$ cat config.mk
export PLATFORM = sky130hd
export DESIGN_NAME = rggen_bus_arbiter_flat
export DESIGN_NICKNAME = d
export VERILOG_FILES = /design/src/rtl/rggen_bus_arbiter_pkg.sv /design/src/rtl/rggen_bus_arbiter_if.sv /design/src/rtl/rggen_round_robin_selector.sv /design/src/rtl/rggen_bus_arbiter.sv /design/src/flat_wrapper.sv
export SDC_FILE = /design/constraint.sdc
export NUM_CORES = 1
export LEC_CHECK = 0
export BUFFER_PORTS_ARGS = -buffer_cell sky130_fd_sc_hd__clkbuf_2
export CAP_MARGIN = 0
export CELL_PAD_IN_SITES_DETAIL_PLACEMENT = 1
export CELL_PAD_IN_SITES_GLOBAL_PLACEMENT = 2
export CORE_ASPECT_RATIO = 1.5
export CORE_MARGIN = 10
export CORE_UTILIZATION = 20
export CTS_BUF_LIST = sky130_fd_sc_hd__clkbuf_16
export DETAILED_ROUTE_END_ITERATION = 10
export GPL_TIMING_DRIVEN = 0
export PLACE_DENSITY = 0.78
export SLEW_MARGIN = 0
export SYNTH_ARGS = -nofsm -noshare
export SYNTH_HDL_FRONTEND = slang
export SYNTH_SLANG_ARGS = --single-unit
$ cat constraint.sdc
create_clock -name clk -period 1.6 [get_ports clk]
set_input_delay 0.08 -clock clk [delete_from_list [all_inputs] [get_ports clk]]
set_output_delay 0.08 -clock clk [all_outputs]
set_load 0.01 [all_outputs]
$ cat src/rtl/rggen_bus_arbiter_pkg.sv
// Shared types for the register-bus arbiter: response status encoding and width helpers.
package rggen_bus_arbiter_pkg;

  // Same encoding as the rggen_rtl_pkg status enum.
  typedef enum logic [1:0] {
    RGGEN_OKAY         = 2'b00,
    RGGEN_EXOKAY       = 2'b01,
    RGGEN_SLAVE_ERROR  = 2'b10,
    RGGEN_DECODE_ERROR = 2'b11
  } rggen_status;

  function automatic int count_width(int max_value);
    return (max_value > 0) ? $clog2(max_value + 1) : 1;
  endfunction

endpackage

$ cat src/rtl/rggen_bus_arbiter_if.sv
// Host-side and downstream signals of the arbiter; slave = arbiter view, master = hosts/bus view.
interface rggen_bus_arbiter_if #(
  parameter int N_HOSTS       = 2,
  parameter int ADDRESS_WIDTH = 8,
  parameter int DATA_WIDTH    = 32
);
  import rggen_bus_arbiter_pkg::*;

  logic [N_HOSTS-1:0]                     i_request;
  logic [N_HOSTS-1:0][ADDRESS_WIDTH-1:0]  i_address;
  logic [N_HOSTS-1:0]                     i_write;
  logic [N_HOSTS-1:0][DATA_WIDTH-1:0]     i_write_data;
  logic [N_HOSTS-1:0][DATA_WIDTH/8-1:0]   i_strobe;
  logic [N_HOSTS-1:0]                     o_done;
  logic [DATA_WIDTH-1:0]                  o_read_data;
  rggen_status                            o_status;
  logic                                   o_request;
  logic [ADDRESS_WIDTH-1:0]               o_address;
  logic                                   o_write;
  logic [DATA_WIDTH-1:0]                  o_write_data;
  logic [DATA_WIDTH/8-1:0]                o_strobe;
  logic                                   i_done;
  logic [DATA_WIDTH-1:0]                  i_read_data;
  rggen_status                            i_status;
  logic [N_HOSTS-1:0]                     o_grant;

  modport slave (
    input  i_request, i_address, i_write, i_write_data, i_strobe,
    input  i_done, i_read_data, i_status,
    output o_done, o_read_data, o_status, o_request, o_address,
    output o_write, o_write_data, o_strobe, o_grant
  );

  modport master (
    output i_request, i_address, i_write, i_write_data, i_strobe,
    output i_done, i_read_data, i_status,
    input  o_done, o_read_data, o_status, o_request, o_address,
    input  o_write, o_write_data, o_strobe, o_grant
  );

endinterface

$ cat src/rtl/rggen_round_robin_selector.sv
// Combinational round-robin pick: first set request at or after last_grant+1, wrapping.
module rggen_round_robin_selector #(
  parameter int N_HOSTS = 2
) (
  input  logic [N_HOSTS-1:0]         request,
  input  logic [$clog2(N_HOSTS)-1:0] last_grant,
  output logic [N_HOSTS-1:0]         select,
  output logic [$clog2(N_HOSTS)-1:0] index,
  output logic                       valid
);
  localparam int INDEX_WIDTH = $clog2(N_HOSTS);
  localparam int SUM_WIDTH   = INDEX_WIDTH + 1;

  logic [SUM_WIDTH-1:0]   sum;
  logic [INDEX_WIDTH-1:0] position;

  always_comb begin
    select   = '0;
    index    = '0;
    valid    = 1'b0;
    sum      = '0;
    position = '0;
    // One extra bit on the sum so last_grant+offset cannot overflow before the wrap.
    for (int offset = 1; offset <= N_HOSTS; offset++) begin
      sum = {1'b0, last_grant} + SUM_WIDTH'(offset);
      if (sum >= SUM_WIDTH'(N_HOSTS)) begin
        sum = sum - SUM_WIDTH'(N_HOSTS);
      end
      position = sum[INDEX_WIDTH-1:0];
      if (!valid && request[position]) begin
        valid            = 1'b1;
        select[position] = 1'b1;
        index            = position;
      end
    end
  end

endmodule

$ cat src/rtl/rggen_bus_arbiter.sv
// Round-robin arbiter sharing one register bus between N_HOSTS masters, with optional
// timeout that turns a stalled downstream access into a slave-error response.
module rggen_bus_arbiter
  import rggen_bus_arbiter_pkg::*;
#(
  parameter int N_HOSTS        = 2,
  parameter int ADDRESS_WIDTH  = 8,
  parameter int DATA_WIDTH     = 32,
  parameter int TIMEOUT_CYCLES = 0
) (
  input  logic               clk,
  input  logic               rst,
  rggen_bus_arbiter_if.slave bus
);
  localparam int INDEX_WIDTH = $clog2(N_HOSTS);
  localparam int COUNT_WIDTH = count_width(TIMEOUT_CYCLES);
  localparam logic [COUNT_WIDTH-1:0] TIMEOUT_LAST =
    (TIMEOUT_CYCLES > 0) ? COUNT_WIDTH'(TIMEOUT_CYCLES - 1) : '0;

  typedef enum logic {IDLE, BUSY} state_t;

  state_t                   state;
  state_t                   state_next;
  logic [INDEX_WIDTH-1:0]   grant_index;
  logic [INDEX_WIDTH-1:0]   last_grant;
  logic [N_HOSTS-1:0]       grant_onehot;
  logic [N_HOSTS-1:0]       select_onehot;
  logic [INDEX_WIDTH-1:0]   select_index;
  logic                     select_valid;
  logic [COUNT_WIDTH-1:0]   count;
  logic                     timeout;
  logic                     finish;
  logic                     start;

  rggen_round_robin_selector #(
    .N_HOSTS (N_HOSTS)
  ) u_selector (
    .request    (bus.i_request),
    .last_grant (last_grant),
    .select     (select_onehot),
    .index      (select_index),
    .valid      (select_valid)
  );

  // i_done has priority over an expiring timeout in the same cycle.
  assign timeout = (TIMEOUT_CYCLES > 0) && (state == BUSY) && !bus.i_done &&
                   (count == TIMEOUT_LAST);
  assign finish  = (state == BUSY) && (bus.i_done || timeout);
  assign start   = (state == IDLE) && select_valid;

  always_ff @(posedge clk or posedge rst) begin
    if (rst) begin
      state <= IDLE;
    end else begin
      state <= state_next;
    end
  end

  always_comb begin
    state_next       = state;
    bus.o_request    = 1'b0;
    bus.o_grant      = '0;
    bus.o_done       = '0;
    bus.o_read_data  = bus.i_read_data;
    bus.o_status     = bus.i_status;
    case (state)
      IDLE: begin
        if (select_valid) begin
          state_next = BUSY;
        end
      end
      BUSY: begin
        bus.o_request = 1'b1;
        bus.o_grant   = grant_onehot;
        if (finish) begin
          bus.o_done = grant_onehot;
          state_next = IDLE;
        end
        if (timeout) begin
          bus.o_read_data = '0;
          bus.o_status    = RGGEN_SLAVE_ERROR;
        end
      end
      default: state_next = IDLE;
    endcase
  end

  always_ff @(posedge clk or posedge rst) begin
    if (rst) begin
      grant_index  <= '0;
      grant_onehot <= '0;
      last_grant   <= INDEX_WIDTH'(N_HOSTS - 1);
      count        <= '0;
    end else if (start) begin
      grant_index  <= select_index;
      grant_onehot <= select_onehot;
      count        <= '0;
    end else if (finish) begin
      last_grant   <= grant_index;
    end else if (state == BUSY) begin
      count        <= count + 1'b1;
    end
  end

  // Command is latched at grant so host-side changes mid-access are invisible downstream.
  always_ff @(posedge clk or posedge rst) begin
    if (rst) begin
      bus.o_address    <= '0;
      bus.o_write      <= 1'b0;
      bus.o_write_data <= '0;
      bus.o_strobe     <= '0;
    end else if (start) begin
      bus.o_address    <= bus.i_address[select_index];
      bus.o_write      <= bus.i_write[select_index];
      bus.o_write_data <= bus.i_write_data[select_index];
      bus.o_strobe     <= bus.i_strobe[select_index];
    end
  end

endmodule
$ cat src/flat_wrapper.sv
// flat-port wrapper written by rule: the top's interface ports become plain ports
module rggen_bus_arbiter_flat import rggen_bus_arbiter_pkg::*;
#(
  parameter int N_HOSTS        = 2,
  parameter int ADDRESS_WIDTH  = 8,
  parameter int DATA_WIDTH     = 32,
  parameter int TIMEOUT_CYCLES = 0
)
  (clk, rst, bus_i_request, bus_i_address, bus_i_write, bus_i_write_data, bus_i_strobe, bus_i_done, bus_i_read_data, bus_i_status, bus_o_done, bus_o_read_data, bus_o_status, bus_o_request, bus_o_address, bus_o_write, bus_o_write_data, bus_o_strobe, bus_o_grant);
  rggen_bus_arbiter_if #(.N_HOSTS(N_HOSTS), .ADDRESS_WIDTH(ADDRESS_WIDTH), .DATA_WIDTH(DATA_WIDTH)) bus_i ();
  input  logic clk;
  input  logic rst;
  input wire logic [$bits(bus_i.i_request)-1:0] bus_i_request;
  input wire logic [$bits(bus_i.i_address)-1:0] bus_i_address;
  input wire logic [$bits(bus_i.i_write)-1:0] bus_i_write;
  input wire logic [$bits(bus_i.i_write_data)-1:0] bus_i_write_data;
  input wire logic [$bits(bus_i.i_strobe)-1:0] bus_i_strobe;
  input wire logic [$bits(bus_i.i_done)-1:0] bus_i_done;
  input wire logic [$bits(bus_i.i_read_data)-1:0] bus_i_read_data;
  input wire logic [$bits(bus_i.i_status)-1:0] bus_i_status;
  output wire logic [$bits(bus_i.o_done)-1:0] bus_o_done;
  output wire logic [$bits(bus_i.o_read_data)-1:0] bus_o_read_data;
  output wire logic [$bits(bus_i.o_status)-1:0] bus_o_status;
  output wire logic [$bits(bus_i.o_request)-1:0] bus_o_request;
  output wire logic [$bits(bus_i.o_address)-1:0] bus_o_address;
  output wire logic [$bits(bus_i.o_write)-1:0] bus_o_write;
  output wire logic [$bits(bus_i.o_write_data)-1:0] bus_o_write_data;
  output wire logic [$bits(bus_i.o_strobe)-1:0] bus_o_strobe;
  output wire logic [$bits(bus_i.o_grant)-1:0] bus_o_grant;
  assign bus_i.i_request = bus_i_request;
  assign bus_i.i_address = bus_i_address;
  assign bus_i.i_write = bus_i_write;
  assign bus_i.i_write_data = bus_i_write_data;
  assign bus_i.i_strobe = bus_i_strobe;
  assign bus_i.i_done = bus_i_done;
  assign bus_i.i_read_data = bus_i_read_data;
  assign bus_i.i_status = bus_i_status;
  assign bus_o_done = bus_i.o_done;
  assign bus_o_read_data = bus_i.o_read_data;
  assign bus_o_status = bus_i.o_status;
  assign bus_o_request = bus_i.o_request;
  assign bus_o_address = bus_i.o_address;
  assign bus_o_write = bus_i.o_write;
  assign bus_o_write_data = bus_i.o_write_data;
  assign bus_o_strobe = bus_i.o_strobe;
  assign bus_o_grant = bus_i.o_grant;
  rggen_bus_arbiter #(.N_HOSTS(N_HOSTS), .ADDRESS_WIDTH(ADDRESS_WIDTH), .DATA_WIDTH(DATA_WIDTH), .TIMEOUT_CYCLES(TIMEOUT_CYCLES)) u_core (.clk(clk), .rst(rst), .bus(bus_i));
endmodule
==> reports/qor.csv <==
stage,metric,value,unit
route,Routed met3 length,1.22,mm
global_routing,initial antenna violation count,0,
synth,"top cells by area, synth","dfrtp_1 (47%), nand2_1 (12%), buf_4 (11%)",
synth,"Seq/Total Area, Yosys",0.475,
floorplanning,Starting Density,0.204,
synth,"flops & latches, synth",50,
route,uppermost layer routed,met4,
sta,Final Max Tran Viols,0,
sta,Slew Limit Headroom,0.594,
cells_and_area,number of diodes,0,
cells_and_area,Multi-input gate area,978,um2
route,Via Count,2802,
route,wire per inst,17.3,um
floorplanning,Die Area,18300,um2
setup_path,worst reg2reg setup slack,150,ps
global_routing,vias in the first global route,3211,
sta,Worst Skew,4.52,ps
cts,Post-CTS Setup Bufs,0,
synth,synthesized instance count,302,
setup_path,crit path to,u_core.bus.o_address[0],
route,number of DRC markers in iteration 0,51,
floorplanning,die width,114,um
cells_and_area,most frequent cells in the layout,"clkbuf_2 (178), nand2_1 (82), dfrtp_1 (49), nor2_1 (47), buf_4 (40)",
flow_run,Max Cap Viol,0,
sta,Slew @ Worst Pin,609,ps
synth,Avg Inst Size Synth,8.73,um2
setup_path,CP Capture Type,register,
global_routing,GRT Overall Usage,0.119,
route,met2 routed WL,5.98,mm
cts,CTS Buf Count,5,
cts,CTS Hold Buffers Added,1,
route,Metal-1 WL,3.89,mm
sta,setup TNS,0,ps
setup_path,Critical R2R Capture,u_core.bus.o_address[0],
synth,post-synth net total,431,
pwr,Pwr Density,1110,nW/um2
cts,CTS root buf,clkbuf_16,
cts,clock sink total,50,
global_routing,gr ovfl total,0,
cells_and_area,Finished Core Util,0.300,
sta,hold_ws,12.7,ps
sta,RSZ-0062 raised after global routing,false,
outcome,status,finished clean,
floorplanning,I/O Pins,213,
cells_and_area,Fillers,1612,
cts,TritonCTS clock tree,built,
route,Remaining DRCs,0,
cells_and_area,Seq. cell area,1250,um2
cells_and_area,Syn-to-layout area delta,47.7,%
setup_path,CP startpoint,u_core.state,
sta,"Hold Violations, Final",0,
setup_path,worst path arrival time,1650,ps
cts,post-cts resize count,0,
worst_hold_path,hold crit path type,primary input to register,
sta,number of setup violations in the final report,0,
route,Total Routed Length,11.2,mm
sta,fin crit period,1450,ps
sta,Max Freq,0.691,GHz
cells_and_area,"most common cell after layout, fill and taps aside",clkbuf_2,
pwr,LEAKAGE,2.04,nW
setup_path,WS Path Type,register to register,
route,drt pass-1 iters,4,
synth,"area leader, netlist",dfrtp_1,
route,Antenna Nets Post-Route,0,
global_routing,first-pass GRT wire length,17.5,mm
synth,Cell variety after synth,20,
setup_path,CP Max Fanout,10,
setup_path,cells on worst reg2reg path,5,
synth,Yosys warning count,0,
floorplanning,core area,13000,um2
placed_design,count of input and output buffers,178,
placed_design,gpl congestion,0.769,
setup_path,launch point of the worst reg-to-reg path,u_core.state,
setup_path,Crit path required time,1800,ps
placed_design,DPL Wire Length,9.46,mm
cts,CTS max path bufs,2,
floorplanning,FP Rows,51,
cells_and_area,share of cells above drive strength 1,0.533,
cts,htree depth,2,
synth,Mapped Area,2640,um2
global_routing,largest net degree at the start of global routing,27,
route,Via density,4.32,
synth,top cell type's share of synthesized area,0.465,
cells_and_area,Nets,618,
sta,post-route clock period utilization,0.905,
cts,"Clk Latency, worst-skew pair",290,ps
setup_path,Startpoint Class,register,
floorplanning,Die Height,161,um
cts,clock slew at reported path FFs,70,ps
pwr,worst vdd ir,447,uV
==> worst min path at each step <==
stage	start	to	slack (ps)	cells past startpoint
2_1_floorplan	bus_i_request[0]	u_core.state	200	1
3_3_place_gp	bus_i_strobe[2]	u_core.bus.o_strobe[2]	320	3
3_5_place_dp	rst	u_core.bus.o_write_data[7]	170	2
4_1_cts	bus_i_strobe[3]	u_core.bus.o_strobe[3]	9	3
5_1_grt	bus_i_strobe[3]	u_core.bus.o_strobe[3]	20	3
6_report	bus_i_strobe[3]	u_core.bus.o_strobe[3]	10	3
==> power breakdown <==
part	internal [mW]	leakage [nW]	switching [mW]
Sequential	1.58	0.558	0.172
Clock	0.565	0.0738	0.476
Combinational	0.668	1.41	0.850
Total	2.81	2.04	1.50
==> layout make-up <==
class                      instances  area share
timing repair buffer             180       0.237
clock buffer                       5      0.0321
clock inverter                     3     0.00289
inverter                           4     0.00386
tap                              159      0.0511
multi-input combinational        195       0.251
sequential                        50       0.322
buffer                            53       0.100
==> synth_stat cells <==
cell type,instances
a21bo_1,1
a21boi_4,1
a21oi_1,2
a31oi_1,35
a31oi_2,10
and2_1,1
and3_1,1
buf_2,9
buf_4,40
buf_6,4
dfrtp_1,49
dfstp_2,1
inv_1,4
nand2_1,82
nand2_2,10
nor2_1,47
o21ai_0,1
o21ba_2,1
o22ai_1,2
o31a_1,1
==> layer usage <==
metal  up-vias  global-route usage
li1       1330                   -
met1      1322               0.116
met2       141               0.216
met3         9              0.0589
met4         0              0.0284
met5         -                   0
==> critical path, cell delays in order, from the launching register on <==
cell     delay, ps
dfrtp_1        470
o21ba_2        280
buf_4          180
buf_4          210
nor2_1          50
a31oi_1        160
==> kinds of logic (layout without fill, tap and decap cells) <==
group           after synthesis  after routing  share of synthesized area
simple gates                141            141                      0.212
compound gates               54             54                      0.159
buf+inv                      57            245                      0.154
flops                        50             50                      0.475
==> stage by stage <==
stage	cell area, um2	std cells	power [mW]	setup slack (ps)
after floorplan	2640	302	2.60	320
after global placement	3730	639	3.30	-562
after detailed placement	3750	640	3.36	114
after CTS	3890	649	4.42	99.9
after global routing	3890	649	4.64	9.72
final	3890	649	4.31	153
==> registers in the layout, summed over array words and instances, names as in the netlist <==
signal,count
u_core.bus.o_strobe,4
u_core.bus.o_address,8
u_core.last_grant,1
u_core.grant_onehot,2
u_core.bus.o_write_data,32
u_core.bus.o_write,1
u_core.grant_index,1
u_core.state,1
Note: power is estimated with default switching activity, not from simulation.
